`config.mk`:
```
export PLATFORM = sky130hd
export DESIGN_NAME = quick_add_round_ctrl
export DESIGN_NICKNAME = d
export VERILOG_FILES = /design/src/rtl/quick_add_round_ctrl.sv
export SDC_FILE = /design/constraint.sdc
export NUM_CORES = 1
export LEC_CHECK = 0
export CAP_MARGIN = 10
export CORE_MARGIN = 2
export CORE_UTILIZATION = 39
export CTS_CLUSTER_SIZE = 40
export DETAILED_ROUTE_END_ITERATION = 10
export PLACE_DENSITY = 0.78
export RECOVER_POWER = 50
export REMOVE_ABC_BUFFERS = 1
export SLEW_MARGIN = 10
export SYNTH_ARGS = -nofsm -noshare
export SYNTH_HDL_FRONTEND = slang
export SYNTH_SLANG_ARGS = --single-unit
```
`constraint.sdc`:
```
create_clock -name clk_i -period 2 [get_ports clk_i]
set_input_delay 0.3 -clock clk_i [delete_from_list [all_inputs] [get_ports clk_i]]
set_output_delay 0.3 -clock clk_i [all_outputs]
set_load 0.005 [all_outputs]
```
`src/rtl/quick_add_round_ctrl.sv`:
```
// Round sequencer for the quick-add game: drives the shared up/down counter as the
// round timer, arbitrates the two buzzers and reports winner and remaining time.
module quick_add_round_ctrl (
    input  logic        clk_i,
    input  logic        rst_ni,
    input  logic        start_i,
    input  logic [15:0] load_val_i,
    input  logic        tick_i,
    input  logic        add_time_i,
    input  logic        p1_buzz_i,
    input  logic        p2_buzz_i,
    input  logic [15:0] ctr_q_i,
    output logic        ctr_up_o,
    output logic        ctr_dw_o,
    output logic        ctr_ld_o,
    output logic [15:0] ctr_din_o,
    output logic        busy_o,
    output logic        done_o,
    output logic [1:0]  winner_o,
    output logic [15:0] time_left_o
);

    typedef enum logic [1:0] {
        ST_IDLE   = 2'd0,
        ST_LOAD   = 2'd1,
        ST_RUN    = 2'd2,
        ST_RESULT = 2'd3
    } state_t;

    localparam logic [1:0] WIN_NONE = 2'b00;
    localparam logic [1:0] WIN_P1   = 2'b01;
    localparam logic [1:0] WIN_P2   = 2'b10;

    state_t      state_q, state_d;
    logic [15:0] din_q, din_d;
    logic        ld_q, ld_d;
    logic        busy_q, busy_d;
    logic        done_q, done_d;
    logic [1:0]  winner_q, winner_d;
    logic [15:0] time_left_q, time_left_d;
    logic        prio_q, prio_d;        // 0: next tie goes to P1, 1: to P2

    logic        decide_s;
    logic        flip_s;
    logic [1:0]  win_s;
    logic        up_s;
    logic        dw_s;

    // Round decision: single buzz, then tie by priority, then timeout.
    always_comb begin
        decide_s = 1'b0;
        flip_s   = 1'b0;
        win_s    = WIN_NONE;
        if (p1_buzz_i ^ p2_buzz_i) begin
            decide_s = 1'b1;
            win_s    = p1_buzz_i ? WIN_P1 : WIN_P2;
        end else if (p1_buzz_i & p2_buzz_i) begin
            decide_s = 1'b1;
            flip_s   = 1'b1;
            win_s    = prio_q ? WIN_P2 : WIN_P1;
        end else if (ctr_q_i == 16'h0000) begin
            decide_s = 1'b1;
            win_s    = WIN_NONE;
        end else begin
            decide_s = 1'b0;
        end
    end

    // Next-state, registered output values and combinational counter enables.
    always_comb begin
        state_d     = state_q;
        din_d       = 16'h0000;
        ld_d        = 1'b0;
        busy_d      = busy_q;
        done_d      = 1'b0;
        winner_d    = winner_q;
        time_left_d = time_left_q;
        prio_d      = prio_q;
        up_s        = 1'b0;
        dw_s        = 1'b0;
        case (state_q)
            ST_IDLE: begin
                if (start_i) begin
                    state_d     = ST_LOAD;
                    din_d       = load_val_i;
                    ld_d        = 1'b1;
                    busy_d      = 1'b1;
                    winner_d    = WIN_NONE;
                    time_left_d = 16'h0000;
                end else begin
                    busy_d = 1'b0;
                end
            end
            ST_LOAD: begin
                state_d = ST_RUN;
                busy_d  = 1'b1;
            end
            ST_RUN: begin
                if (decide_s) begin
                    // Counter is frozen in the decision cycle so time_left matches ctr_q_i.
                    state_d     = ST_RESULT;
                    done_d      = 1'b1;
                    busy_d      = 1'b0;
                    winner_d    = win_s;
                    time_left_d = ctr_q_i;
                    if (flip_s) begin
                        prio_d = ~prio_q;
                    end else begin
                        prio_d = prio_q;
                    end
                end else begin
                    dw_s = tick_i & ~add_time_i & (ctr_q_i != 16'h0000);
                    up_s = add_time_i & ~tick_i & (ctr_q_i != 16'hFFFF);
                end
            end
            ST_RESULT: begin
                state_d = ST_IDLE;
                busy_d  = 1'b0;
            end
            default: begin
                state_d = ST_IDLE;
                busy_d  = 1'b0;
            end
        endcase
    end

    // State and output registers.
    always_ff @(posedge clk_i or negedge rst_ni) begin
        if (!rst_ni) begin
            state_q     <= ST_IDLE;
            din_q       <= 16'h0000;
            ld_q        <= 1'b0;
            busy_q      <= 1'b0;
            done_q      <= 1'b0;
            winner_q    <= WIN_NONE;
            time_left_q <= 16'h0000;
            prio_q      <= 1'b0;
        end else begin
            state_q     <= state_d;
            din_q       <= din_d;
            ld_q        <= ld_d;
            busy_q      <= busy_d;
            done_q      <= done_d;
            winner_q    <= winner_d;
            time_left_q <= time_left_d;
            prio_q      <= prio_d;
        end
    end

    assign ctr_up_o    = up_s;
    assign ctr_dw_o    = dw_s;
    assign ctr_ld_o    = ld_q;
    assign ctr_din_o   = din_q;
    assign busy_o      = busy_q;
    assign done_o      = done_q;
    assign winner_o    = winner_q;
    assign time_left_o = time_left_q;

endmodule
```
After elaboration in Yosys (flattened, before gate mapping)
Index checks and enable logic that the tools add are counted.

Equality and inequality tests: 6. Mux-type cells: 30. Bitwise logic cells: 9. Reductions and logical operators: 7.

Operators with widths (count): $mux W16 (4); $pmux W16 S2 (1); $logic_not A16 Y1 (1); $mux W2 (8); $ne A16 B16 Y1 const B (1); $reduce_bool A16 Y1 (1); $mux W1 (14); $pmux W2 S4 (1); $reduce_and A3 Y1 (2); $and A1 B1 Y1 (5); $eq A2 B2 Y1 const B (2); $ne A2 B2 Y1 const B (2); $pmux W1 S4 (1); $pmux W2 S2 (1); $not A1 Y1 (3); $eq A2 B1 Y1 const B (1); $logic_not A2 Y1 (1); $reduce_and A2 Y1 (1); $reduce_bool A2 Y1 (1); $xor A1 B1 Y1 (1).

Register bits: 40. Input port bits: 39. Output and inout port bits: 39. Word-level logic and storage cells: 60.

Longest topological paths before layout
Gate-level depths: netlist of the first run.

Depth in word-level cells: 6. Depth in mapped cells: 8. Gate-level depth less buffers: 6.

Worst setup path before layout of the first run
No wires, ideal clock.

Path kind: input to output. From: in p1_buzz_i. To: out ctr_up_o. Arrival: 1693 ps. Required time: 1700 ps. Path slack: 7 ps. Stages on the path: 5. Path buffers: 0. Cells stage by stage: ha_1 -> or2_2 -> a41oi_1 -> nand2_1 -> nor4b_1.

Word-level cells in the longest chain between the ends: 5. Elaborated cells on any way between the ends: 6. Those cells by class: mux: 4; bitwise: 2.

Ends and longest elaborated chain: from (decl) (line 10) `input logic p1_buzz_i,`; $and A1 B1 Y1 (line 57) `end else if (p1_buzz_i & p2_buzz_i) begin`; $mux W1 (line 57); $mux W1 (*) (line 54) `if (p1_buzz_i ^ p2_buzz_i) begin`; $mux W1 (*) (line 99) `if (decide_s) begin`; $mux W1 (*) (line 81) `case (state_q)`; to (decl) (line 13) `output logic ctr_up_o,`.

Mark *: on every way between the ends. The rest lies on a longest branch, timed or not.

Worst setup path in the final report of the first run
From: in ctr_q_i[7]. To: reg time_left_q[11] (netlist: time_left_o[11]).

Word-level cells in the longest chain between the ends: 6.

Ends and longest elaborated chain: from (decl) (line 12) `input logic [15:0] ctr_q_i,`; $logic_not A16 Y1 (line 61) `end else if (ctr_q_i == 16'h0000) begin`; $mux W1 (line 61); $mux W1 (line 57); $mux W1 (line 54); $ne A2 B2 Y1 (no source line); $reduce_and A3 Y1 (no source line); to (signal assigned) (line 145) `time_left_q <= time_left_d;`; to (decl) (line 40) `logic [15:0] time_left_q, time_left_d;`.

Every way passes these cells. A chain may end at the register's enable or synchronous reset.

==> results of run 1 <==
[critical path, delay by kind of cell]
kind,cells,cell delay (ns)
buffers and inverters,3,0.77
and+or+nand+nor,1,0.23
AOI/OAI and AO/OA,3,0.77
[metrics by stage]
stage	setup slack, ns	power, mW	TNS [ns]	cell area, sq um	hold slack (ns)
finish	0.08949	3.518	0	2794	0.1668
global route	0.002976	3.747	0	2794	0.2325
CTS	0.01036	3.553	0	2799	0.1506
detailed placement	-0.9038	2.670	-15.00	2561	0.4652
global placement	-0.8403	2.586	-12.22	2561	0.4474
floorplan	0.007358	1.746	0	1533	0.004409
[worst paths after layout]
path                              from              end  slack, ns  cells past startpoint
min in group clk_i           p1_buzz_i      winner_o[1]       0.47                      4
setup reg to reg            state_q[0]  time_left_o[11]       0.15                      7
max in group asynchronous       rst_ni         ctr_ld_o       1.21                      1
hold reg to reg            winner_o[1]      winner_o[1]       0.49                      1
setup / recovery            ctr_q_i[7]  time_left_o[11]       0.09                      7
hold / removal                  rst_ni   time_left_o[6]       0.17                      1
[registers in the layout, summed over array words and instances, names as in the netlist]
name	cells
busy_o	1
ctr_din_o	16
ctr_ld_o	1
done_o	1
prio_q	1
state_q	2
time_left_o	16
winner_o	2
[kinds of logic (layout without fill, tap and decap cells)]
| logic type | after synthesis | count (layout) | synth area share |
|---|---|---|---|
| xor+xnor | 1 | 1 | 0.005574 |
| mux | 3 | 3 | 0.02070 |
| flops | 40 | 40 | 0.6369 |
| fa+ha+maj | 4 | 4 | 0.03185 |
| compound gates | 24 | 24 | 0.1242 |
| simple gates | 39 | 39 | 0.1489 |
| buf+inv | 9 | 117 | 0.03184 |
[synthesized netlist by cell type, types with 2 or more instances]
master and count:
a21oi_1 2, a22o_1 16, and3_1 16, buf_6 2, clkbuf_1 3, dfrtp_1 40
ha_1 4, inv_1 3, mux2_2 2, nand2_1 4, nand4_1 4, nor2_1 2
nor2b_1 2, nor3b_1 2, nor4_1 5, o21ai_0 2, o2bb2ai_1 2
[routing by layer]
metal	wire [um]	share of wire	global-route usage
met1	1656	0.38	0.2280
met2	2198	0.50	0.3578
met3	448	0.10	0.09500
met4	58	0.013	0.08929
met5	0	0	0
[report_power, final]
group          leakage, nW  switching, mW  total (mW)  internal, mW
combinational        0.726          0.611        1.59         0.981
sequential           0.532          0.139        1.22          1.08
clock               0.0645          0.268       0.708         0.440
total                 1.32           1.02        3.52          2.50
[final cells by class]
type / instances / area (sq um)
clock inverter: 1 / 30.03
multi-input combinational: 71 / 606.8
timing repair buffer: 106 / 985.9
sequential: 40 / 1001
clock buffer: 7 / 96.34
inverter: 3 / 11.26
fill: 284 / 1149
tap: 50 / 62.56
[timing repair]
action	4_1_cts	5_1_grt
pin swaps	10	3
endpoints found under the setup margin	21	2
setup buffers	2	1
gates resized for setup	40	2
gates cloned	1	0
[layout by cell type, fill, tap and decap left out, drive strengths merged]
cell type	Yosys	routed
a211o	1	1
nor4	5	5
and2	1	1
inv	3	3
and3	16	16
mux2	2	2
nor2b	2	2
dfrtp	40	40
nor3b	2	2
dlygate4sd2	0	13
nor4b	1	1
o21ai	2	2
nor2	2	2
a22o	16	16
bufinv	0	1
nand4	4	4
xnor2	1	1
nand2b	1	1
clkbuf	3	8
ha	4	4
nand2	4	4
mux2i	1	1
o2bb2ai	2	2
a41oi	1	1
a21oi	2	2
clkdlybuf4s50	0	59
clkdlybuf4s15	0	1
or2	1	1
buf	3	32
==> summary.txt, run 1 <==
status - finished clean
Netlist cell types - 26
Row Count - 23
Non-Filler Instances - 278
clock buffer depth - 2
Root Buffer - clkbuf_8
Largest stage delay, worst path - 0.45 ns
routed via count - 1,418
worst skew pair latency - 0.29 ns
DRT Pass-1 Iters - 4
worst path cell trace - clkdlybuf4s50_1, nor4_2, a41oi_2, buf_4, a211o_4, buf_12, a22o_1
Slew HR - 0.3313
Post-DRT Antenna Nets - 0
Initial Utilization - 0.3986
Syn. warnings - 0
total CTS buffers - 5
asr flop ratio synth - 1.000
Tot GR Track Use - 0.2115
Reg clk slew, reported paths - 0.08 ns
Final Util - 0.7087
# diodes - 0
Gate Count Post-Synth - 120
Synth-to-Final Area Change - 77.79%
type of the worst setup path - input port to flip-flop
crit-path max FO - 9
Placed Cells - 266
Ports - 78
initial antenna violation count - 0
nets@finish - 270
Hold Vio Cnt, Final - 0
Worst Skew - 0.007934 ns
HP Class - input port to async pin
# port buffers - 77
fmax - 0.5234 GHz
RSZ-0062 raised after global routing - no
ratio of final minimum period to clock period - 0.9553
total gr overflow - 0
worst vdd ir - 0.6202 mV
first-pass GRT wire length - 6941 um
vias in the first global route - 1,467
Lkg Pwr - 1.322 nW
Power Density - 1259 mW/mm^2
layout cell share with drive strength beyond 1 - 0.2456
leading area contributor after synthesis - dfrtp_1
H-tree depth - 2
MaxCap Viol Count - 0
Worst Path Arrival - 2.09 ns
area share of the largest cell type after synthesis - 0.6369
detailed placer's ending HPWL - 3136 um
Die Ht - 67.48 um
average size of a mapped cell - 13.10 sq um
Die ar. - 0.004554 sq mm
1st-iter DRT viols - 47
Primary FF master, synth - dfrtp_1
placer congestion estimate - 0.7389
Die X - 67.48 um
setup violators final - 0
Critical Path End Type - flip-flop
core box area - 0.003943 sq mm
routed wire length - 4362 um
DRC viols - 0
slowest CP cell - clkdlybuf4s50_1
flops & latches, synth - 40
Seq/Total Area, Yosys - 0.6369
dominant cells by area after synthesis - dfrtp_1, a22o_1, and3_1
hold_buf cts - 0
largest net degree at the start of global routing - 41
Final min period - 1.911 ns
Post-Syn Area - 0.001572 sq mm
Vias/cell - 5.101
Slew Viols, Final - 0
# clock sinks - 40
CP Launch Type - input port
worst-margin pin slew - 1.003 ns
Critical Path RT - 2.17 ns
wire per inst - 15.69 um
CTS tree - done
Post-synth EDFFs - 0
No activity file was read; power rests on OpenSTA's default activity.
==> run 2: changes to the inputs <==
--- a/config.mk
+++ b/config.mk
@@ -5,6 +5,7 @@
 export SDC_FILE = /design/constraint.sdc
 export NUM_CORES = 1
 export LEC_CHECK = 0
+export ABC_CLOCK_PERIOD_IN_PS = 2000
 export CAP_MARGIN = 10
 export CORE_MARGIN = 2
 export CORE_UTILIZATION = 39
==> results of run 2 <==
Final layout, timing and power as in run 1 (identical DEF).
